`src/rtl/mipi_dsi_pkg.sv`:
```
// mipi_dsi_pkg: shared constants and helpers for the DSI receive packet parser.
//   - Data-type constants for common DSI packets
//   - Default long-packet data-type mask (bit n set: DT[3:0]==n is a long packet)
//   - Parser FSM state encoding
//   - CRC-16 constants (reflected CCITT polynomial, init value)
//   - dsi_ecc6: 6-bit Hamming ECC over the 24 header bits
package mipi_dsi_pkg;

  localparam logic [5:0] DT_DCS_SHORT_WR0 = 6'h05;
  localparam logic [5:0] DT_DCS_SHORT_WR1 = 6'h15;
  localparam logic [5:0] DT_DCS_LONG_WR   = 6'h39;
  localparam logic [5:0] DT_GEN_LONG_WR   = 6'h29;
  localparam logic [5:0] DT_PACKED_PIXEL  = 6'h0C;

  localparam logic [15:0] LONG_DT_MASK_DEFAULT = 16'h7200;

  localparam logic [15:0] CRC16_POLY_REFL = 16'h8408;
  localparam logic [15:0] CRC16_INIT      = 16'hFFFF;

  typedef enum logic [1:0] {
    ST_HDR,
    ST_PAYLOAD,
    ST_CRC
  } dsi_state_e;

  // Each ECC bit is the parity of a fixed subset of the header bits.
  function automatic logic [5:0] dsi_ecc6(input logic [23:0] hdr);
    logic [5:0] e;
    e[0] = ^(hdr & 24'hF12CB7);
    e[1] = ^(hdr & 24'hF2555B);
    e[2] = ^(hdr & 24'h749A6D);
    e[3] = ^(hdr & 24'hB8E38E);
    e[4] = ^(hdr & 24'hDF03F0);
    e[5] = ^(hdr & 24'hEFFC00);
    return e;
  endfunction

endpackage

```
`src/rtl/dsi_crc16_x4.sv`:
```
// dsi_crc16_x4: combinational CRC-16 update over up to four bytes per cycle.
//   crc_in  : running CRC before this word
//   data    : four bytes, byte 0 in [7:0] is processed first
//   byte_en : contiguous low-byte enables (4'b0001 .. 4'b1111)
//   crc_out : running CRC after the enabled bytes
module dsi_crc16_x4
  import mipi_dsi_pkg::*;
(
  input  logic [15:0] crc_in,
  input  logic [31:0] data,
  input  logic [3:0]  byte_en,
  output logic [15:0] crc_out
);

  function automatic logic [15:0] crc_byte(input logic [15:0] c, input logic [7:0] b);
    logic [15:0] r;
    r = c ^ {8'h00, b};
    for (int i = 0; i < 8; i++) begin
      r = r[0] ? ((r >> 1) ^ CRC16_POLY_REFL) : (r >> 1);
    end
    return r;
  endfunction

  always_comb begin
    crc_out = crc_in;
    for (int k = 0; k < 4; k++) begin
      if (byte_en[k]) crc_out = crc_byte(crc_out, data[8*k +: 8]);
    end
  end

endmodule

```
`src/rtl/mipi_dsi_pkt_parser.sv`:
```
// mipi_dsi_pkt_parser: splits the 4-lane HS byte stream into DSI packets.
//   clkrx, rstn          : byte clock, async active-low reset
//   RxActiveHS, rx_valid : burst active, word valid
//   rx_data              : lane0 byte in [7:0] .. lane3 byte in [31:24]
//   periph_rx_cmd(_valid): {WC, DI} of every header, one-cycle pulse
//   periph_rx_payload*   : payload words, zero-filled past WC, last-word flag
//   ecc_err/crc_err/trunc_err : error pulses, data path unaffected
module mipi_dsi_pkt_parser
  import mipi_dsi_pkg::*;
#(
  parameter logic [15:0] LONG_DT_MASK = LONG_DT_MASK_DEFAULT
) (
  input  logic        clkrx,
  input  logic        rstn,
  input  logic        RxActiveHS,
  input  logic        rx_valid,
  input  logic [31:0] rx_data,
  output logic [23:0] periph_rx_cmd,
  output logic        periph_rx_cmd_valid,
  output logic [31:0] periph_rx_payload,
  output logic        periph_rx_payload_valid,
  output logic        periph_rx_payload_valid_last,
  output logic        ecc_err,
  output logic        crc_err,
  output logic        trunc_err
);

  dsi_state_e  state_p0, state_nx;
  logic [15:0] rem_p0, rem_nx;
  logic [15:0] crc_acc_p0, crc_acc_nx;
  logic [7:0]  crc_lo_p0, crc_lo_nx;
  logic        crc_lo_vld_p0, crc_lo_vld_nx;

  logic [23:0] cmd_nx;
  logic        cmd_vld_nx, ecc_err_nx;
  logic [31:0] pay_nx;
  logic        pay_vld_nx, pay_last_nx, crc_err_nx, trunc_nx;

  logic [3:0]  byte_en;
  logic [31:0] pay_mask;
  logic [15:0] crc_upd;
  logic        done_w;

  // A received CRC of zero means the transmitter did not compute one.
  function automatic logic crc_bad(input logic [15:0] calc, input logic [15:0] rxd);
    return (rxd != 16'h0000) && (rxd != calc);
  endfunction

  always_comb begin
    byte_en = 4'b0000;
    if (rem_p0 >= 16'd4) begin
      byte_en = 4'b1111;
    end else begin
      case (rem_p0[1:0])
        2'd3:    byte_en = 4'b0111;
        2'd2:    byte_en = 4'b0011;
        2'd1:    byte_en = 4'b0001;
        default: byte_en = 4'b0000;
      endcase
    end
  end

  assign pay_mask = {{8{byte_en[3]}}, {8{byte_en[2]}}, {8{byte_en[1]}}, {8{byte_en[0]}}};

  dsi_crc16_x4 u_crc (
    .crc_in  (crc_acc_p0),
    .data    (rx_data),
    .byte_en (byte_en),
    .crc_out (crc_upd)
  );

  // A word that completes the packet is honoured even if the burst ends with it.
  assign done_w = rx_valid &&
                  ((state_p0 == ST_CRC) || ((state_p0 == ST_PAYLOAD) && (rem_p0 <= 16'd2)));

  always_comb begin
    state_nx      = state_p0;
    rem_nx        = rem_p0;
    crc_acc_nx    = crc_acc_p0;
    crc_lo_nx     = crc_lo_p0;
    crc_lo_vld_nx = crc_lo_vld_p0;
    cmd_nx        = periph_rx_cmd;
    cmd_vld_nx    = 1'b0;
    ecc_err_nx    = 1'b0;
    pay_nx        = periph_rx_payload;
    pay_vld_nx    = 1'b0;
    pay_last_nx   = 1'b0;
    crc_err_nx    = 1'b0;
    trunc_nx      = 1'b0;

    if (!RxActiveHS && !done_w) begin
      trunc_nx = (state_p0 != ST_HDR);
      state_nx = ST_HDR;
      rem_nx   = 16'd0;
    end else if (rx_valid) begin
      case (state_p0)
        ST_HDR: begin
          cmd_nx        = rx_data[23:0];
          cmd_vld_nx    = 1'b1;
          ecc_err_nx    = (dsi_ecc6(rx_data[23:0]) != rx_data[29:24]);
          crc_acc_nx    = CRC16_INIT;
          crc_lo_vld_nx = 1'b0;
          if (LONG_DT_MASK[rx_data[3:0]]) begin
            rem_nx   = rx_data[23:8];
            state_nx = (rx_data[23:8] == 16'd0) ? ST_CRC : ST_PAYLOAD;
          end
        end
        ST_PAYLOAD: begin
          pay_vld_nx = 1'b1;
          pay_nx     = rx_data & pay_mask;
          crc_acc_nx = crc_upd;
          if (rem_p0 <= 16'd4) begin
            pay_last_nx = 1'b1;
            rem_nx      = 16'd0;
            case (rem_p0[2:0])
              3'd1: begin
                crc_err_nx = crc_bad(crc_upd, rx_data[23:8]);
                state_nx   = ST_HDR;
              end
              3'd2: begin
                crc_err_nx = crc_bad(crc_upd, rx_data[31:16]);
                state_nx   = ST_HDR;
              end
              3'd3: begin
                crc_lo_nx     = rx_data[31:24];
                crc_lo_vld_nx = 1'b1;
                state_nx      = ST_CRC;
              end
              default: begin
                crc_lo_vld_nx = 1'b0;
                state_nx      = ST_CRC;
              end
            endcase
          end else begin
            rem_nx = rem_p0 - 16'd4;
          end
        end
        ST_CRC: begin
          state_nx   = ST_HDR;
          crc_err_nx = crc_lo_vld_p0 ? crc_bad(crc_acc_p0, {rx_data[7:0], crc_lo_p0})
                                     : crc_bad(crc_acc_p0, rx_data[15:0]);
        end
        default: state_nx = ST_HDR;
      endcase
    end
  end

  // ---- register stage: parser state and all outputs ----
  always_ff @(posedge clkrx or negedge rstn) begin
    if (!rstn) begin
      state_p0                     <= ST_HDR;
      rem_p0                       <= 16'd0;
      crc_acc_p0                   <= 16'd0;
      crc_lo_p0                    <= 8'd0;
      crc_lo_vld_p0                <= 1'b0;
      periph_rx_cmd                <= 24'd0;
      periph_rx_cmd_valid          <= 1'b0;
      periph_rx_payload            <= 32'd0;
      periph_rx_payload_valid      <= 1'b0;
      periph_rx_payload_valid_last <= 1'b0;
      ecc_err                      <= 1'b0;
      crc_err                      <= 1'b0;
      trunc_err                    <= 1'b0;
    end else begin
      state_p0                     <= state_nx;
      rem_p0                       <= rem_nx;
      crc_acc_p0                   <= crc_acc_nx;
      crc_lo_p0                    <= crc_lo_nx;
      crc_lo_vld_p0                <= crc_lo_vld_nx;
      periph_rx_cmd                <= cmd_nx;
      periph_rx_cmd_valid          <= cmd_vld_nx;
      periph_rx_payload            <= pay_nx;
      periph_rx_payload_valid      <= pay_vld_nx;
      periph_rx_payload_valid_last <= pay_last_nx;
      ecc_err                      <= ecc_err_nx;
      crc_err                      <= crc_err_nx;
      trunc_err                    <= trunc_nx;
    end
  end

endmodule
```
`config.mk`:
```
export PLATFORM = sky130hd
export DESIGN_NAME = mipi_dsi_pkt_parser
export DESIGN_NICKNAME = d
export VERILOG_FILES = /design/src/rtl/mipi_dsi_pkg.sv /design/src/rtl/dsi_crc16_x4.sv /design/src/rtl/mipi_dsi_pkt_parser.sv
export SDC_FILE = /design/constraint.sdc
export NUM_CORES = 1
export LEC_CHECK = 0
export BUFFER_PORTS_ARGS = -buffer_cell sky130_fd_sc_hd__buf_2
export CAP_MARGIN = 20
export CORE_AREA = 2 2 138 140
export DETAILED_ROUTE_END_ITERATION = 8
export DIE_AREA = 0 0 140 142
export PLACE_DENSITY = 0.73
export SETUP_SLACK_MARGIN = 0.2
export SLEW_MARGIN = 20
export SYNTH_ARGS = -nofsm -noshare
export SYNTH_HDL_FRONTEND = slang
export SYNTH_SLANG_ARGS = --single-unit
```
`constraint.sdc`:
```
create_clock -name clkrx -period 14.6 [get_ports clkrx]
set_input_delay 3.65 -clock clkrx [delete_from_list [all_inputs] [get_ports clkrx]]
set_output_delay 3.65 -clock clkrx [all_outputs]
set_load 0.01 [all_outputs]
```
==> flow_metrics.py <==
metrics = {
    "synth": {
        "syn_nets": 1249,
        "syn_area_per_cell_um2": 8.317,
        "ys_ff_latch": 105,
        "ys.warnings.count": 0,
        "synthTopCellsByArea": "dfrtp_1 (26%), xnor2_1 (12%), nand2_1 (4.5%), o21ai_0 (4.4%), xor2_1 (4.2%)",
        "netlist_instances": 1196,
        "async_reset_ff_share_pct": 100.0,
        "yosysTopAreaCell": "dfrtp_1",
        "synth.distinct_cells": 88,
        "ys_top_cells_by_count": "xnor2_1 (141), nand2_1 (118), dfrtp_1 (105)",
        "syn_area_um2": 9947,
        "synth_edf_count": 0,
        "seq_area_frac_synth_pct": 26.42,
        "synthFlopType": "dfrtp_1",
        "synth_most_common_cell": "xnor2_1",
        "yosysTopAreaCellShare_pct": 26.42,
    },
    "sta": {
        "rsz0062_at_grt": "false",
        "max_freq_mhz": 119.2,
        "finalHoldViolCount": 0,
        "relSlewSlack_pct": 28.63,
        "tns_ns": 0,
        "setup_viol": 0,
        "worst_pin_slew_ns": 1.068,
        "fin_crit_sh_pct": 57.46,
        "period_minus_slack_ns": 8.389,
        "slew_violations": 0,
        "clock_skew_ns": 0.01028,
    },
    "global_routing": {
        "grt_overflow_total": 0,
        "antenna_found_initial": 1,
        "grt_pass1_wl_um": 52840,
        "first_global_vias": 8691,
        "grt_usage_pct": 34.69,
        "grt_max_degree": 85,
    },
    "route": {
        "initialDrtViolationCount": 1249,
        "vias": 9597,
        "wl_um": 35040,
        "postRouteAntennaNets": 0,
        "avgRoutedWirePerCell_um": 24.02,
        "vias_per_cell": 6.578,
        "drt-pass1-iter-count": 9,
        "drc": 16,
    },
    "finish": {
        "antenna_cells": 0,
        "num-fill-cells": 1637,
        "area_delta_synth_final_pct": 8.214,
        "final_nets": 1273,
        "drive_above_1_share_pct": 13.96,
        "stdcell_count": 1459,
    },
    "placed_design": {
        "gp_congestion": 1.024,
        "port_buffers": 97,
        "dp_hpwl_um": 26500,
        "dpl.cell_count": 1443,
    },
    "outcome": {
        "status": "complete, but fails checks",
        "failed_checks": "DRC",
    },
    "floorplan": {
        "start_util_pct": 53.90,
        "fp-row-count": 50,
        "ios": 98,
        "die_w_um": 140,
        "fp.dieH_um": 142,
        "dieArea_um2": 19880,
        "core_um2": 18460,
    },
    "critical_path": {
        "path_max_fanout": 6,
        "worstPathRequired_ns": 14.83,
        "crit_arrival_ns": 8.62,
        "path_class": "in -> reg",
        "cp-start-kind": "input pin",
        "cp-end-kind": "flop",
    },
    "clock_tree": {
        "post_cts_buffers": 0,
        "cts_buffers": 9,
        "clk_pin_slew_ns": 0.08,
        "cts_num_sinks": 105,
        "cts_hold_buf": 0,
        "clock_path_buffers": 2,
        "clock_latency_ns": 0.36,
        "clock-root-buffer": "clkbuf_16",
        "ctsResizeCount": 0,
        "h-tree-depth": 3,
        "cts_tree": "done",
    },
    "flow_run": {
        "drv_cap": 0,
    },
    "worst_hold_path": {
        "hold_path_class": "reg -> reg",
    },
}
==> area by class of cell <==
cell class / count / area (µm²) / share of cell area [%]
Timing Repair Buffer: 109 / 581.8 / 5.405
Sequential cell: 105 / 2628 / 24.41
Tap cell: 234 / 292.8 / 2.720
Multi-Input combinational cell: 957 / 6803 / 63.20
Inverter: 38 / 142.6 / 1.325
Clock inverter: 7 / 91.34 / 0.8485
Clock buffer: 9 / 225.2 / 2.092
==> through the flow <==
step	util, %	cell area [µm²]	hold slack [ns]	worst slack (ns)
3_5_place_dp	56.58	10440	0.4560	6.029
3_3_place_gp	56.58	10440	0.4483	5.990
2_1_floorplan	-	9947	0.4658	6.970
6_report	58.33	10760	0.4717	6.211
4_1_cts	58.29	10760	0.4741	6.401
5_1_grt	58.33	10760	0.5014	5.974
==> flip-flops by register name, indices dropped and copies added, names as in the netlist <==
| name | flops |
|---|---|
| crc_acc_p0 | 16 |
| crc_err | 1 |
| crc_lo_p0 | 8 |
| crc_lo_vld_p0 | 1 |
| ecc_err | 1 |
| periph_rx_cmd | 24 |
| periph_rx_cmd_valid | 1 |
| periph_rx_payload | 32 |
| periph_rx_payload_valid | 1 |
| periph_rx_payload_valid_last | 1 |
| rem_p0 | 16 |
| state_p0 | 2 |
| trunc_err | 1 |
==> per-layer routing <==
layer / global-route usage, % / share of wire [%] / up-vias
met4: 13.82 / 4.1 / 0
met3: 4.509 / 10 / 88
met5: 0 / 0 / -
met1: 48.76 / 42 / 4533
li1: - / - / 4340
met2: 54.65 / 44 / 636
==> layout by cell type, fill, tap and decap left out, types with 6 or more instances in the layout <==
master | netlist | layout
inv_1 | 35 | 35
nand2_1 | 118 | 118
or2_2 | 6 | 6
a22oi_1 | 7 | 7
mux2_2 | 8 | 8
buf_2 | 21 | 96
ha_1 | 17 | 17
xor2_1 | 48 | 48
dfrtp_1 | 105 | 105
mux2i_1 | 14 | 14
o31ai_1 | 33 | 33
a211oi_1 | 19 | 19
a21o_1 | 8 | 8
o21ai_1 | 6 | 6
nand2b_1 | 7 | 7
nor2_1 | 73 | 70
xnor3_1 | 18 | 18
a31oi_1 | 14 | 14
or4_1 | 8 | 8
or3_1 | 10 | 10
a21oi_1 | 60 | 60
o211ai_1 | 11 | 11
nor4_1 | 16 | 16
o21ai_0 | 87 | 86
clkbuf_16 | 0 | 9
o22a_1 | 10 | 10
and2_1 | 8 | 8
and3_1 | 15 | 15
buf_4 | 1 | 12
nand3_1 | 35 | 34
nor3_1 | 34 | 34
o211a_1 | 6 | 6
nand4_1 | 17 | 17
xnor2_1 | 141 | 141
==> critical path, cell delays in order <==
cell and delay [ns]:
buf_2 0.17, xnor2_2 0.46, xnor3_1 0.62, xor2_1 0.20, o211a_1 0.25, o31ai_2 0.44
xnor2_1 0.28, xor2_1 0.31, a21oi_1 0.23, or2_1 0.41, xnor2_1 0.56, nor3_1 0.11
nor4_1 0.51, nand4_1 0.16, nor3_1 0.16, o21ai_1 0.09
==> logic make-up (layout without fill, tap and decap cells) <==
logic type	count (synthesis)	count (layout)	share of synthesized area, %
and+or+nand+nor	381	381	19.51
AOI/OAI and AO/OA	319	319	21.22
xor gates and xnor gates	218	218	22.97
buffers and inverters	134	163	5.434
DFF	105	105	26.42
muxes	22	22	2.314
adders and majority gates	17	17	2.138
==> final timing paths <==
kind / slack (ns) / cells past startpoint / to / startpoint
hold / removal: 0.47 / 2 / periph_rx_payload[25] / periph_rx_payload[25]
min in group asynchronous: 3.17 / 1 / periph_rx_payload[3] / rstn
max in group asynchronous: 10.38 / 2 / crc_lo_p0[6] / rstn
setup reg to reg: 8.35 / 18 / crc_err / rem_p0[2]
setup / recovery: 6.21 / 16 / crc_err / rx_data[1]
hold reg to reg: 0.47 / 2 / periph_rx_payload[25] / periph_rx_payload[25]
Power is left out: the tool's default activity adds up to more than one toggle a clock period on the data nets, which glitch-free logic cannot reach.
